<file path="src/rtl/cpu_run_monitor.sv">
// -----------------------------------------------------------------------------
// cpu_run_monitor
//
// Observes a single-cycle CPU's program counter and a set of probe channels.
// It decides when the running program has finished, then checks the probes
// against expected values and reports the result.
//
// A run ends on one of three events:
//   - halt PC:  the PC equals halt_pc;
//   - self-loop: the PC has not changed for STALL_CYC consecutive cycles;
//   - timeout:  MAX_CYC run cycles have elapsed without a halt.
// This replaces a fixed run delay.
//
// After the run ends, the monitor waits SETTLE_CYC cycles before it samples the
// probes. The monitor is purely observational and never drives the CPU.
//
// Optional feature macro: CPU_RUN_MONITOR_TRACE_EN
//   When this macro is defined, the monitor keeps a TRACE_DEPTH-entry circular
//   history of the PC. One entry is written on every RUN cycle. The history can
//   be read back combinationally through trace_idx/trace_pc, where index 0 is
//   the newest entry.
//   When the macro is undefined, no trace storage exists and trace_pc reads 0.
//
// Ports
//   clk          in   CPU clock, rising edge
//   reset        in   synchronous, active-high
//   start        in   pulse; begins monitoring (accepted in IDLE or DONE only)
//   pc           in   CPU PC, sampled every cycle
//   halt_pc      in   address of the last instruction
//   chk_data     in   probe values; channel i = bits [i*DATA_W +: DATA_W]
//   chk_expect   in   expected values, same packing as chk_data
//   chk_enable   in   per-channel compare enable
//   busy         out  high while in RUN or SETTLE
//   done         out  high while in DONE
//   pass         out  done, no enabled mismatch and no timeout
//   timeout      out  the run was ended by MAX_CYC
//   mismatch     out  per-channel mismatch, latched at CHECK
//   cycle_count  out  RUN cycles up to and including the halting cycle
//   trace_idx    in   trace read index, 0 = newest
//   trace_pc     out  trace entry (combinational read)
// -----------------------------------------------------------------------------
module cpu_run_monitor #(
    parameter int ADDR_W      = 32,
    parameter int DATA_W      = 32,
    parameter int NCHK        = 2,
    parameter int CNT_W       = 16,
    parameter int STALL_CYC   = 3,
    parameter int SETTLE_CYC  = 2,
    parameter int MAX_CYC     = 1000,
    parameter int TRACE_DEPTH = 8
) (
    input  logic                             clk,
    input  logic                             reset,
    input  logic                             start,
    input  logic [ADDR_W-1:0]                pc,
    input  logic [ADDR_W-1:0]                halt_pc,
    input  logic [NCHK*DATA_W-1:0]           chk_data,
    input  logic [NCHK*DATA_W-1:0]           chk_expect,
    input  logic [NCHK-1:0]                  chk_enable,
    output logic                             busy,
    output logic                             done,
    output logic                             pass,
    output logic                             timeout,
    output logic [NCHK-1:0]                  mismatch,
    output logic [CNT_W-1:0]                 cycle_count,
    input  logic [$clog2(TRACE_DEPTH)-1:0]   trace_idx,
    output logic [ADDR_W-1:0]                trace_pc
);

    // The stall counter must be able to hold STALL_CYC itself.
    localparam int STALL_W         = $clog2(STALL_CYC + 1);
    localparam int SETTLE_LAST_I   = (SETTLE_CYC > 0) ? (SETTLE_CYC - 1) : 0;

    localparam logic [CNT_W-1:0]   MAX_CYC_C     = CNT_W'(MAX_CYC);
    localparam logic [CNT_W-1:0]   SETTLE_LAST_C = CNT_W'(SETTLE_LAST_I);
    localparam logic [CNT_W-1:0]   CNT_ONE_C     = CNT_W'(1);
    localparam logic [CNT_W-1:0]   CNT_ALL1_C    = {CNT_W{1'b1}};
    localparam logic [STALL_W-1:0] STALL_LAST_C  = STALL_W'(STALL_CYC - 1);
    localparam logic [STALL_W-1:0] STALL_ONE_C   = STALL_W'(1);
    localparam logic [STALL_W-1:0] STALL_ALL1_C  = {STALL_W{1'b1}};

    typedef enum logic [2:0] {
        ST_IDLE   = 3'd0,
        ST_RUN    = 3'd1,
        ST_SETTLE = 3'd2,
        ST_CHECK  = 3'd3,
        ST_DONE   = 3'd4
    } state_t;

    // Per-channel compare. A disabled channel never reports a mismatch.
    function automatic logic [NCHK-1:0] calc_mismatch(
        input logic [NCHK*DATA_W-1:0] data_v,
        input logic [NCHK*DATA_W-1:0] expect_v,
        input logic [NCHK-1:0]        enable_v
    );
        logic [NCHK-1:0] mm;
        mm = {NCHK{1'b0}};
        for (int i = 0; i < NCHK; i++) begin
            mm[i] = enable_v[i] &
                    (data_v[i*DATA_W +: DATA_W] != expect_v[i*DATA_W +: DATA_W]);
        end
        return mm;
    endfunction

    state_t               state_r;
    state_t               state_n_s;
    logic [CNT_W-1:0]     cycle_count_r;
    logic [CNT_W-1:0]     cnt_inc_s;
    logic [CNT_W-1:0]     settle_cnt_r;
    logic [STALL_W-1:0]   stall_cnt_r;
    logic [ADDR_W-1:0]    prev_pc_r;
    logic                 busy_r;
    logic                 done_r;
    logic                 pass_r;
    logic                 timeout_r;
    logic [NCHK-1:0]      mismatch_r;

    logic                 start_ok_s;
    logic                 pc_same_s;
    logic                 stall_hit_s;
    logic                 halt_s;
    logic                 tmo_s;
    logic                 run_end_s;
    logic [NCHK-1:0]      mm_s;

    // A start pulse only counts in IDLE or DONE.
    assign start_ok_s  = start & ((state_r == ST_IDLE) | (state_r == ST_DONE));

    // The cycle counter saturates at all-ones rather than wrapping.
    assign cnt_inc_s   = (cycle_count_r == CNT_ALL1_C) ? cycle_count_r
                                                       : (cycle_count_r + CNT_ONE_C);

    // stall_cnt_r holds the number of equal-PC cycles already seen. The current
    // cycle completes the loop when it is equal and STALL_CYC-1 were seen before.
    assign pc_same_s   = (pc == prev_pc_r);
    assign stall_hit_s = pc_same_s & (stall_cnt_r >= STALL_LAST_C);
    assign halt_s      = (pc == halt_pc) | stall_hit_s;

    // If a halt and a timeout occur in the same cycle, the halt wins.
    assign tmo_s       = ~halt_s & (cnt_inc_s >= MAX_CYC_C);
    assign run_end_s   = halt_s | tmo_s;
    assign mm_s        = calc_mismatch(chk_data, chk_expect, chk_enable);

    // Next-state logic for the run/settle/check sequence.
    always_comb begin
        state_n_s = state_r;
        case (state_r)
            ST_IDLE: begin
                if (start) begin
                    state_n_s = ST_RUN;
                end else begin
                    state_n_s = ST_IDLE;
                end
            end
            ST_RUN: begin
                if (run_end_s) begin
                    state_n_s = (SETTLE_CYC == 0) ? ST_CHECK : ST_SETTLE;
                end else begin
                    state_n_s = ST_RUN;
                end
            end
            ST_SETTLE: begin
                if (settle_cnt_r >= SETTLE_LAST_C) begin
                    state_n_s = ST_CHECK;
                end else begin
                    state_n_s = ST_SETTLE;
                end
            end
            ST_CHECK: begin
                state_n_s = ST_DONE;
            end
            ST_DONE: begin
                if (start) begin
                    state_n_s = ST_RUN;
                end else begin
                    state_n_s = ST_DONE;
                end
            end
            default: begin
                state_n_s = ST_IDLE;
            end
        endcase
    end

    // State register, plus busy/done registered from the next state.
    always_ff @(posedge clk) begin
        if (reset) begin
            state_r <= ST_IDLE;
            busy_r  <= 1'b0;
            done_r  <= 1'b0;
        end else begin
            state_r <= state_n_s;
            busy_r  <= (state_n_s == ST_RUN) | (state_n_s == ST_SETTLE);
            done_r  <= (state_n_s == ST_DONE);
        end
    end

    // The previous-cycle PC is captured every cycle, regardless of state.
    always_ff @(posedge clk) begin
        if (reset) begin
            prev_pc_r <= {ADDR_W{1'b0}};
        end else begin
            prev_pc_r <= pc;
        end
    end

    // Run-cycle, stall and settle counters.
    always_ff @(posedge clk) begin
        if (reset) begin
            cycle_count_r <= {CNT_W{1'b0}};
            stall_cnt_r   <= {STALL_W{1'b0}};
            settle_cnt_r  <= {CNT_W{1'b0}};
        end else begin
            case (state_r)
                ST_IDLE, ST_DONE: begin
                    if (start) begin
                        cycle_count_r <= {CNT_W{1'b0}};
                        stall_cnt_r   <= {STALL_W{1'b0}};
                    end else begin
                        cycle_count_r <= cycle_count_r;
                        stall_cnt_r   <= stall_cnt_r;
                    end
                    settle_cnt_r <= {CNT_W{1'b0}};
                end
                ST_RUN: begin
                    // The halting cycle is included in the count; the counter freezes after it.
                    cycle_count_r <= cnt_inc_s;
                    if (pc_same_s) begin
                        stall_cnt_r <= (stall_cnt_r == STALL_ALL1_C) ? stall_cnt_r
                                                                     : (stall_cnt_r + STALL_ONE_C);
                    end else begin
                        stall_cnt_r <= {STALL_W{1'b0}};
                    end
                    settle_cnt_r <= {CNT_W{1'b0}};
                end
                ST_SETTLE: begin
                    settle_cnt_r <= settle_cnt_r + CNT_ONE_C;
                end
                ST_CHECK: begin
                    settle_cnt_r <= {CNT_W{1'b0}};
                end
                default: begin
                    cycle_count_r <= {CNT_W{1'b0}};
                    stall_cnt_r   <= {STALL_W{1'b0}};
                    settle_cnt_r  <= {CNT_W{1'b0}};
                end
            endcase
        end
    end

    // Result registers: cleared by an accepted start, timeout set at the end of
    // RUN, and the probe verdict latched on leaving CHECK.
    always_ff @(posedge clk) begin
        if (reset) begin
            timeout_r  <= 1'b0;
            mismatch_r <= {NCHK{1'b0}};
            pass_r     <= 1'b0;
        end else begin
            case (state_r)
                ST_IDLE, ST_DONE: begin
                    if (start) begin
                        timeout_r  <= 1'b0;
                        mismatch_r <= {NCHK{1'b0}};
                        pass_r     <= 1'b0;
                    end else begin
                        timeout_r  <= timeout_r;
                        mismatch_r <= mismatch_r;
                        pass_r     <= pass_r;
                    end
                end
                ST_RUN: begin
                    timeout_r <= tmo_s;
                end
                ST_CHECK: begin
                    mismatch_r <= mm_s;
                    pass_r     <= ~timeout_r & (mm_s == {NCHK{1'b0}});
                end
                default: begin
                    timeout_r <= timeout_r;
                end
            endcase
        end
    end

    assign busy        = busy_r;
    assign done        = done_r;
    assign pass        = pass_r;
    assign timeout     = timeout_r;
    assign mismatch    = mismatch_r;
    assign cycle_count = cycle_count_r;

`ifdef CPU_RUN_MONITOR_TRACE_EN
    localparam int TR_W = $clog2(TRACE_DEPTH);

    logic [ADDR_W-1:0] trace_mem_r [TRACE_DEPTH];
    logic [TR_W-1:0]   trace_wr_r;
    logic [TR_W-1:0]   trace_rd_s;

    // Circular PC history. It is written on every RUN cycle, frozen at all
    // other times, and cleared by an accepted start.
    always_ff @(posedge clk) begin
        if (reset || start_ok_s) begin
            for (int i = 0; i < TRACE_DEPTH; i++) begin
                trace_mem_r[i] <= {ADDR_W{1'b0}};
            end
            trace_wr_r <= {TR_W{1'b0}};
        end else if (state_r == ST_RUN) begin
            trace_mem_r[trace_wr_r] <= pc;
            trace_wr_r              <= trace_wr_r + TR_W'(1);
        end else begin
            trace_wr_r <= trace_wr_r;
        end
    end

    // The newest entry sits one slot behind the write pointer. Slots that were
    // never written still hold the cleared value, so they read as 0.
    assign trace_rd_s = trace_wr_r - TR_W'(1) - trace_idx;
    assign trace_pc   = trace_mem_r[trace_rd_s];
`else
    logic unused_trace_idx;
    logic unused_start_ok;

    assign unused_trace_idx = ^trace_idx;
    assign unused_start_ok  = start_ok_s;
    assign trace_pc         = {ADDR_W{1'b0}};
`endif

endmodule

</file>
<file path="config.mk">
export PLATFORM = sky130hd
export DESIGN_NAME = cpu_run_monitor
export DESIGN_NICKNAME = d
export VERILOG_FILES = /design/src/rtl/cpu_run_monitor.sv
export SDC_FILE = /design/constraint.sdc
export NUM_CORES = 1
export LEC_CHECK = 0
export BUFFER_PORTS_ARGS = -buffer_cell sky130_fd_sc_hd__buf_2
export CORE_UTILIZATION = 46
export DETAILED_ROUTE_END_ITERATION = 6
export PLACE_DENSITY = 0.81
export SLEW_MARGIN = 20
export SYNTH_ARGS = -nofsm -noshare
export SYNTH_HDL_FRONTEND = slang
export SYNTH_SLANG_ARGS = --single-unit
export TNS_END_PERCENT = 10
</file>
<file path="constraint.sdc">
create_clock -name clk -period 2.52 [get_ports clk]
set_input_delay 0.126 -clock clk [delete_from_list [all_inputs] [get_ports clk]]
set_output_delay 0.126 -clock clk [all_outputs]
set_load 0.01 [all_outputs]
</file>
==> impl.org, run 1 <==
** Die
- Std-Cell Core Area :: 0.01028 mm^2
- The floorplan step defined a die boundary enclosing 0.01092 mm^2.
- After floorplanning, the core was divided into 37 placement rows.
- Number of I/O pins :: 254
- Initial core utilization :: 0.4703
- In this run the horizontal extent of the chip is 104.5 um.
- The floorplan step set the die height to 104.5 um.

** STA
- The worst pin sits at a relative slew slack of 0.5976.
- Of the available clock period, the critical path in the final layout requires 0.9302.
- The final-report hold violation count is 0.
- The number of pins exceeding their max-slew limit in the final report came to 0.
- After layout, the worst setup slack is 0.1759 ns.
- The routed design could run at a clock period as short as 2.344 ns.
- Max Fclk :: 426.6 MHz
- Skew final :: 0.01397 ns
- At the pin with the least slew margin, the transition time is 0.5980 ns.
- Setup violations remaining at the end of the flow were counted as 0.
- Setup repair after global routing left no endpoint under its margin.
- Summed over all failing endpoints, the final setup total negative slack is 0 ns.

** Layout
- After filler insertion, the fill cell instance count of the layout stands at 949.
- Nets@finish :: 986
- Signed area change from the synthesized netlist to the final layout :: 26.90%
- Summing all flip-flop and latch instances after layout gives 0.001504 mm^2.
- Summing all multi-input logic gate instances after layout gives 0.003102 mm^2.
- Fraction of final layout cells with drive strength greater than 1 :: 0.3261

** Global route
- For met1 alone, demand over resource in global routing was 0.2771.
- The layer flagged by global routing as most heavily used is met2.
- Pin count of the biggest net entering global routing :: 59
- The initial antenna violation count was 2.
- In the global route stage, met2 resource usage came out at 0.4361.
- Number of global-route vias before repair :: 4422
- Remaining global-route overflow :: 0
- The first global-routing pass estimated 20700 um of wire.
- GR Util met3 :: 0.04637
- In the global route stage, overall resource usage came out at 0.2381.

** Worst setup path
- The signal on the critical path passes through ha_2 -> nand3_1 -> or2_2 -> o2111ai_1 -> o311ai_1 -> o311a_1 -> o41ai_2.
- Endpoint arrival time on the critical path :: 2.60 ns
- Endpoint required time on the critical path :: 2.78 ns
- STA classifies the critical path startpoint as a register.
- In this run the critical register-to-register path is launched from cycle_count[0].
- Category of the most critical setup path :: reg2reg
- The worst register-to-register path ends at timeout.
- On the worst path, the slowest cell contributes a delay of 0.42 ns.
- Setup slack on the worst reg-to-reg path comes out at 0.18 ns.
- CP max stage cell :: or2_2
- In this run the worst path has a maximum fanout of 8.
- Depth of the worst register-to-register path :: 7
- The worst setup path is captured at a register.

** Clock network
- Clock root buffer :: clkbuf_8
- TritonCTS Buffers :: 9
- Longest Clk Path Bufs :: 2
- Clock network latency to the later pin of the worst-skew pair :: 0.36 ns
- CTS saw 75 sinks.
- Count of buffers added by post-CTS timing repair for setup :: 0
- Post-CTS repair changed the size of 0 cells.
- The H-tree was split into 3 levels.
- Clock-pin slew was measured on the worst setup and hold paths at 0.09 ns.
- The number of hold buffers added after CTS was 0.
- TritonCTS built the clock tree.

** Yosys
- The most used flip-flop cell after synthesis is dfxtp_1.
- Top area cells in the synthesized netlist :: dfxtp_1 (31%), xor2_1 (19%), xnor2_1 (6.7%)
- Share of synthesized flip-flops with an asynchronous set or reset :: 0
- Post-synth top area share :: 0.3106
- Yosys cell types :: 61
- The mapped netlist covers 0.004833 mm^2.
- Share of synthesized area occupied by flip-flops and latches :: 0.3106
- Most common cell in the netlist :: xor2_1
- Of all cell types, the one taking the most synthesized area is dfxtp_1.
- Number of enable-type register cells in the synthesized netlist :: 0
- For this run, the number of Yosys warnings is 0.
- The cell count after synthesis came out at 563.
- After synthesis, the mean cell area works out to 8.585 um^2.
- By count the netlist is led by xor2_1 (104), dfxtp_1 (75), xnor2_1 (37).
- The synthesized design contains 75 register bits.

** Power and ir drop
- Of the total power, combinational logic draws 0.200.
- Standby leakage power :: 2.655 nW
- In this run the power density over the cells is 428.5 mW/mm^2.
- Of the total power, the clock network draws 0.329.
- IR analysis of the VDD net gives a maximum drop of 0.0002637 V.
- Internal power comes to 1.850 mW.
- Fraction of power consumed by sequential logic :: 0.472
- Switching power :: 0.7784 mW
- Switching share of total power :: 0.2962

** Worst hold path
- Hold Path Origin :: pc[1]
- Worst hold path depth :: 2
- Worst min-delay path category :: in2reg
- Capture endpoint of the worst hold path :: prev_pc_r[1]

** Detailed routing
- The first routing iteration left 205 violations.
- The first detailed-routing pass ran for 5 iterations.
- In this run the remaining antenna-violating nets after routing total 0.
- The final route contains 4670 vias.
- After detailed routing, the number of vias per cell comes to 5.060.
- Wires add up to 12760 um.
- Detail-routed net length per standard cell :: 13.83 um
- After detailed routing, the number of remaining DRC violations is 0.

** Place
- Worst slack at placement :: 0.09472 ns
- Port buffering added 218 buffers.
- Post-detailed-placement half-perimeter wirelength :: 10360 um
- At the end of routability-driven placement, the weighted congestion stood at 0.9058.

** Outcome
- The run finished with clean final reports.

** Flow run
- Max-cap viol count :: 0
-- routing by layer --
metal | up-vias | wire length (um)
met5 | - | 0
met4 | 0 | 182
met3 | 16 | 688
met2 | 200 | 6551
met1 | 2097 | 5339
li1 | 2357 | -
-- how the worst max path moves through the flow --
| stage | endpoint | start | cells after the start |
|---|---|---|---|
| after floorplan | timeout | cycle_count[0] | 8 |
| after global placement | timeout | cycle_count[0] | 7 |
| after detailed placement | timeout | cycle_count[0] | 7 |
| after CTS | timeout | cycle_count[0] | 7 |
| after global routing | timeout | cycle_count[0] | 7 |
| final | timeout | cycle_count[0] | 7 |
-- cell type report --
| class | count | area share |
|---|---|---|
| inverter | 6 | 0.003672 |
| clock buffer | 9 | 0.02020 |
| tap | 136 | 0.02774 |
| timing repair buffer | 226 | 0.1877 |
| multi-input combinational | 462 | 0.5057 |
| antenna | 2 | 0.0008160 |
| sequential | 75 | 0.2452 |
| clock inverter | 7 | 0.008976 |
-- power by group through the flow --
stage | combinational (mW) | sequential, mW | clock [mW]
2_1_floorplan | 0.306 | 1.26 | 0
3_3_place_gp | 0.512 | 1.26 | 0
3_5_place_dp | 0.523 | 1.27 | 0
4_1_cts | 0.525 | 1.24 | 0.889
5_1_grt | 0.579 | 1.25 | 0.939
6_report | 0.524 | 1.24 | 0.864
-- layout by cell type (no fill, tap or decap), types with 3 or more instances in the layout --
| cell type | instances |
|---|---|
| nand2_1 | 25 |
| or3_1 | 6 |
| o21ai_0 | 15 |
| and3_1 | 5 |
| conb_1 | 32 |
| ha_1 | 5 |
| nor4_1 | 31 |
| dfxtp_1 | 73 |
| o31ai_1 | 3 |
| xnor2_1 | 37 |
| nor2_1 | 35 |
| o2111ai_1 | 3 |
| or2_2 | 3 |
| buf_4 | 8 |
| nand4_1 | 20 |
| buf_2 | 218 |
| xor2_1 | 104 |
| inv_6 | 3 |
| inv_1 | 6 |
| and2_1 | 5 |
| a21oi_1 | 21 |
| a311oi_1 | 7 |
| nand3_1 | 16 |
| clkbuf_8 | 9 |
| a31oi_1 | 4 |
| nor3_1 | 10 |
| nor2b_1 | 34 |
| nand2b_1 | 4 |
-- logic make-up (layout without fill, tap and decap cells) --
logic type | count (synthesis) | after routing | synth area share
AND/OR/NAND/NOR | 201 | 201 | 0.2257
XOR/XNOR | 141 | 141 | 0.2555
AO/OA/AOI/OAI | 80 | 80 | 0.1155
flip-flops | 75 | 75 | 0.3106
buffers and inverters | 57 | 248 | 0.07222
adder cells (fa/ha/maj) | 6 | 6 | 0.01553
multiplexers | 2 | 2 | 0.004142
other | 1 | 34 | 0.0007759
-- metrics by stage --
stage / power, mW / utilization / instance area, um^2 / std cells / hold WS [ns]
2_1_floorplan: 1.571 / - / 4950 / 594 / 0.2542
3_3_place_gp: 1.777 / 0.5784 / 5944 / 905 / 0.3877
3_5_place_dp: 1.790 / 0.5784 / 5944 / 905 / 0.3989
4_1_cts: 2.653 / 0.5958 / 6123 / 921 / 0.01435
5_1_grt: 2.764 / 0.5968 / 6133 / 923 / 0.01949
6_report: 2.628 / 0.5968 / 6133 / 923 / 0.02718
-- critical path, delay by kind of cell, from the launching register on --
family / cells / cell delay [ns]
AOI/OAI and AO/OA: 4 / 1.03
and+or+nand+nor: 2 / 0.60
adders and majority gates: 1 / 0.24
DFF: 1 / 0.39
-- sequential cells by signal, summed over array words and instances, names as in the netlist --
signal	count
busy	1
cycle_count	16
done	1
mismatch	2
pass	1
prev_pc_r	32
settle_cnt_r	16
stall_cnt_r	2
state_r	3
timeout	1
No activity file was read; power rests on OpenSTA's default activity.
==> inputs of run 2 (changes only) <==
--- a/config.mk
+++ b/config.mk
@@ -6,6 +6,7 @@
 export NUM_CORES = 1
 export LEC_CHECK = 0
 export BUFFER_PORTS_ARGS = -buffer_cell sky130_fd_sc_hd__buf_2
+export CORE_MARGIN = 4
 export CORE_UTILIZATION = 46
 export DETAILED_ROUTE_END_ITERATION = 6
 export PLACE_DENSITY = 0.81
@@ -13,4 +14,3 @@
 export SYNTH_ARGS = -nofsm -noshare
 export SYNTH_HDL_FRONTEND = slang
 export SYNTH_SLANG_ARGS = --single-unit
-export TNS_END_PERCENT = 10
==> run 2 against run 1 <==
Against the previous run: sequential cell count stayed put; die area is 12% higher; cell area is 0.18% higher; total power is 1.1% higher; clock power is 3.4% higher; critical path depth stayed put; sequential power hardly changed; critical endpoint unchanged.
==> impl.org, run 2 (synthesis gave the netlist of run 1 again) <==
** Global route
- Antenna violations before repair :: 1 (was 2)
- Number of global-route vias before repair :: 4638 (was 4422)
- The pin count of the biggest net entering global routing is 36 (was 59).
- Aggregate global-route resource usage :: 0.2082 (was 0.2381)
- Remaining global-route overflow :: 0 (unchanged)
- First-pass GRT wire length :: 21170 um (was 20700 um)

** Layout
- Final std cell area, no fill :: 0.006145 mm^2 (was 0.006133 mm^2)
- Fraction of the core area covered by cells at the end of the flow :: 0.5979 (was 0.5968)
- Commonest cells after routing, fill and taps aside: buf_2 (218), xor2_1 (104), dfxtp_1 (74), xnor2_1 (37), nor2_1 (35) (was buf_2 (218), xor2_1 (104), dfxtp_1 (73), xnor2_1 (37), nor2_1 (35)).
- Leading cell type in the layout, fill and taps excluded :: buf_2 (unchanged)
- The number of nets at the end of the flow is 987 (was 986).
- Largest register FFs :: 32 (unchanged)
- Fraction of final layout cells with drive strength greater than 1 :: 0.3244 (was 0.3261)
- Signed area change from the synthesized netlist to the final layout :: 27.13% (was 26.90%)
- Reg with most FFs :: prev_pc_r (unchanged)

** Detailed routing
- Via total after detailed routing :: 4690 (was 4670)
- Detail-routed net length per standard cell :: 14.39 um (was 13.83 um)
- 1st-iter DRT viols :: 251 (was 205)
- The sum of routed wire length over all layers came to 13280 um (was 12760 um).
- Count of nets left with antenna violations after detail routing :: 0 (unchanged)
- The number of vias per cell after detailed routing came to 5.081 (was 5.060).
- The detailed-router iteration count before antenna repair is 4 (was 5).
- Remaining DRCs :: 0 (unchanged)

** Clock network
- CTS tree :: built (unchanged)
- Count of buffers added by post-CTS timing repair for setup :: 0 (unchanged)
- Clock root buffer :: clkbuf_8 (unchanged)
- Clock Sink Count :: 75 (unchanged)
- Clock network latency to the later pin of the worst-skew pair :: 0.36 ns (about the same)
- Htree depth :: 3 (unchanged)
- The CTS buffer count is 9 (unchanged).
- Clock edge transition at the registers on the reported setup and hold paths :: 0.09 ns (about the same)
- The maximum buffer depth of the clock tree is 2 (unchanged).

** STA
- The final setup violation count was 0 (unchanged).
- The share of the cycle needed by the critical path after routing was 0.9287 (was 0.9302).
- The number of pins exceeding their max-slew limit in the final report is 0 (unchanged).
- The actual slew at the worst max-slew pin came to 0.6554 ns (was 0.5980 ns).
- Minimum clock period after layout :: 2.340 ns (was 2.344 ns)
- The headroom to the max-slew limit is 0.5590 (was 0.5976).
- The worst-case clock skew was 0.01614 ns (was 0.01397 ns).
- The achievable clock frequency is 427.3 MHz (was 426.6 MHz).
- Setup slack of the critical path after layout :: 0.1796 ns (was 0.1759 ns)
- Final total negative setup slack :: 0 ns (unchanged)
- Setup repair after global routing missed its margin: no (unchanged).
- Hold violation count in the final report :: 0 (unchanged)

** Worst setup path
- The standard cell with the maximum stage delay on the critical path is o311a_1 (was or2_2).
- The data arrival time of the critical path came to 2.61 ns (was 2.60 ns).
- The stage delay of the slowest cell on the critical path came to 0.43 ns (was 0.42 ns).
- Endpoint class of the critical path :: register (unchanged)
- The flop-to-flop setup slack came to 0.18 ns (about the same).
- The highest fanout seen on the critical path is 8 (unchanged).
- Setup crit start kind :: register (unchanged)
- Endpoint required time on the critical path :: 2.79 ns (was 2.78 ns)
- Category of the most critical setup path :: reg2reg (unchanged)
- Reg2Reg Launch Point :: cycle_count[0] (unchanged)
- The start point of the critical path is cycle_count[0] (unchanged).
- Cells along the critical path: ha_2 -> nand3_1 -> or2_2 -> o221ai_1 -> a31oi_1 -> o311a_1 -> o41ai_2 (was ha_2 -> nand3_1 -> or2_2 -> o2111ai_1 -> o311ai_1 -> o311a_1 -> o41ai_2).

** Die
- The initial cell density of the core is 0.4703 (unchanged).
- Width of the die :: 110.5 um (was 104.5 um)
- Floorplan die area :: 0.01221 mm^2 (was 0.01092 mm^2)
- The top-level I/O count came to 254 (unchanged).
- Std-Cell Core Area :: 0.01028 mm^2 (unchanged)
- Die Span Y :: 110.5 um (was 104.5 um)
- Placement row count :: 37 (unchanged)

** Outcome
- Run status: completed (unchanged).

** Place
- The total of buffers placed on input and output ports came to 218 (unchanged).
- Routability-driven placement congestion ratio :: 0.9029 (was 0.9058)
- Worst slack at placement :: 0.1386 ns (was 0.09472 ns)
- Post-detailed-placement half-perimeter wirelength :: 10980 um (was 10360 um)
- Standard cell area after detailed placement :: 0.005952 mm^2 (was 0.005944 mm^2)

** Flow run
- The reported max-cap violation count was 0 (unchanged).

** Power and ir drop
- VDD IR max :: 0.0003085 V (was 0.0002637 V)
- The power density of the placed cells is 432.3 mW/mm^2 (was 428.5 mW/mm^2).
- Standby leakage power :: 2.659 nW (was 2.655 nW)
- The total chip power came to 2.656 mW (was 2.628 mW).

** Worst hold path
- Hold Path Origin :: pc[1] (unchanged)
- The class of the worst hold path is in2reg (unchanged).
run 2: repair_timing:
item | in CTS | in global routing
resized for setup | 0 | 2
endpoints found under the setup margin | 0 | 2
hold buffers | 0 | 0
run 2: worst paths after layout:
| check | cells past startpoint | endpoint |
|---|---|---|
| max | 7 | timeout |
| min | 2 | prev_pc_r[1] |
| max reg2reg | 7 | timeout |
| min reg2reg | 2 | pass |
run 2: critical path, delay by kind of cell, from the launching register on:
kind	cells	cell delay (ns)
compound gates	4	1.03
simple gates	2	0.57
flops	1	0.42
fa+ha+maj	1	0.26
run 2: layout make-up:
type,instances,area (um^2)
sequential,75,1503
fill,903,4133
clock inverter,5,45.04
tap,136,170.2
multi-input combinational,462,3102
antenna,1,2.502
clock buffer,11,141.4
timing repair buffer,227,1159
inverter,6,22.52
run 2: through the flow:
stage                     std cells  hold slack [ns]
after CTS                       922          0.01829
after detailed placement        906           0.3981
after global placement          906           0.3879
final                           923          0.03036
after floorplan                 594           0.2542
after global routing            923          0.03394
run 2: metal layers:
metal	share of wire	GRT usage	vias to the layer above
met3	0.073	0.04822	23
li1	-	-	2348
met5	0	0	-
met1	0.39	0.2389	2116
met4	0.022	0.06404	0
met2	0.51	0.3807	203
run 2: report_power, final:
group | internal (mW) | total, mW | switching (mW)
clock network | 0.401 | 0.893 | 0.492
registers | 1.22 | 1.24 | 0.0201
logic | 0.260 | 0.525 | 0.265
total | 1.88 | 2.66 | 0.777
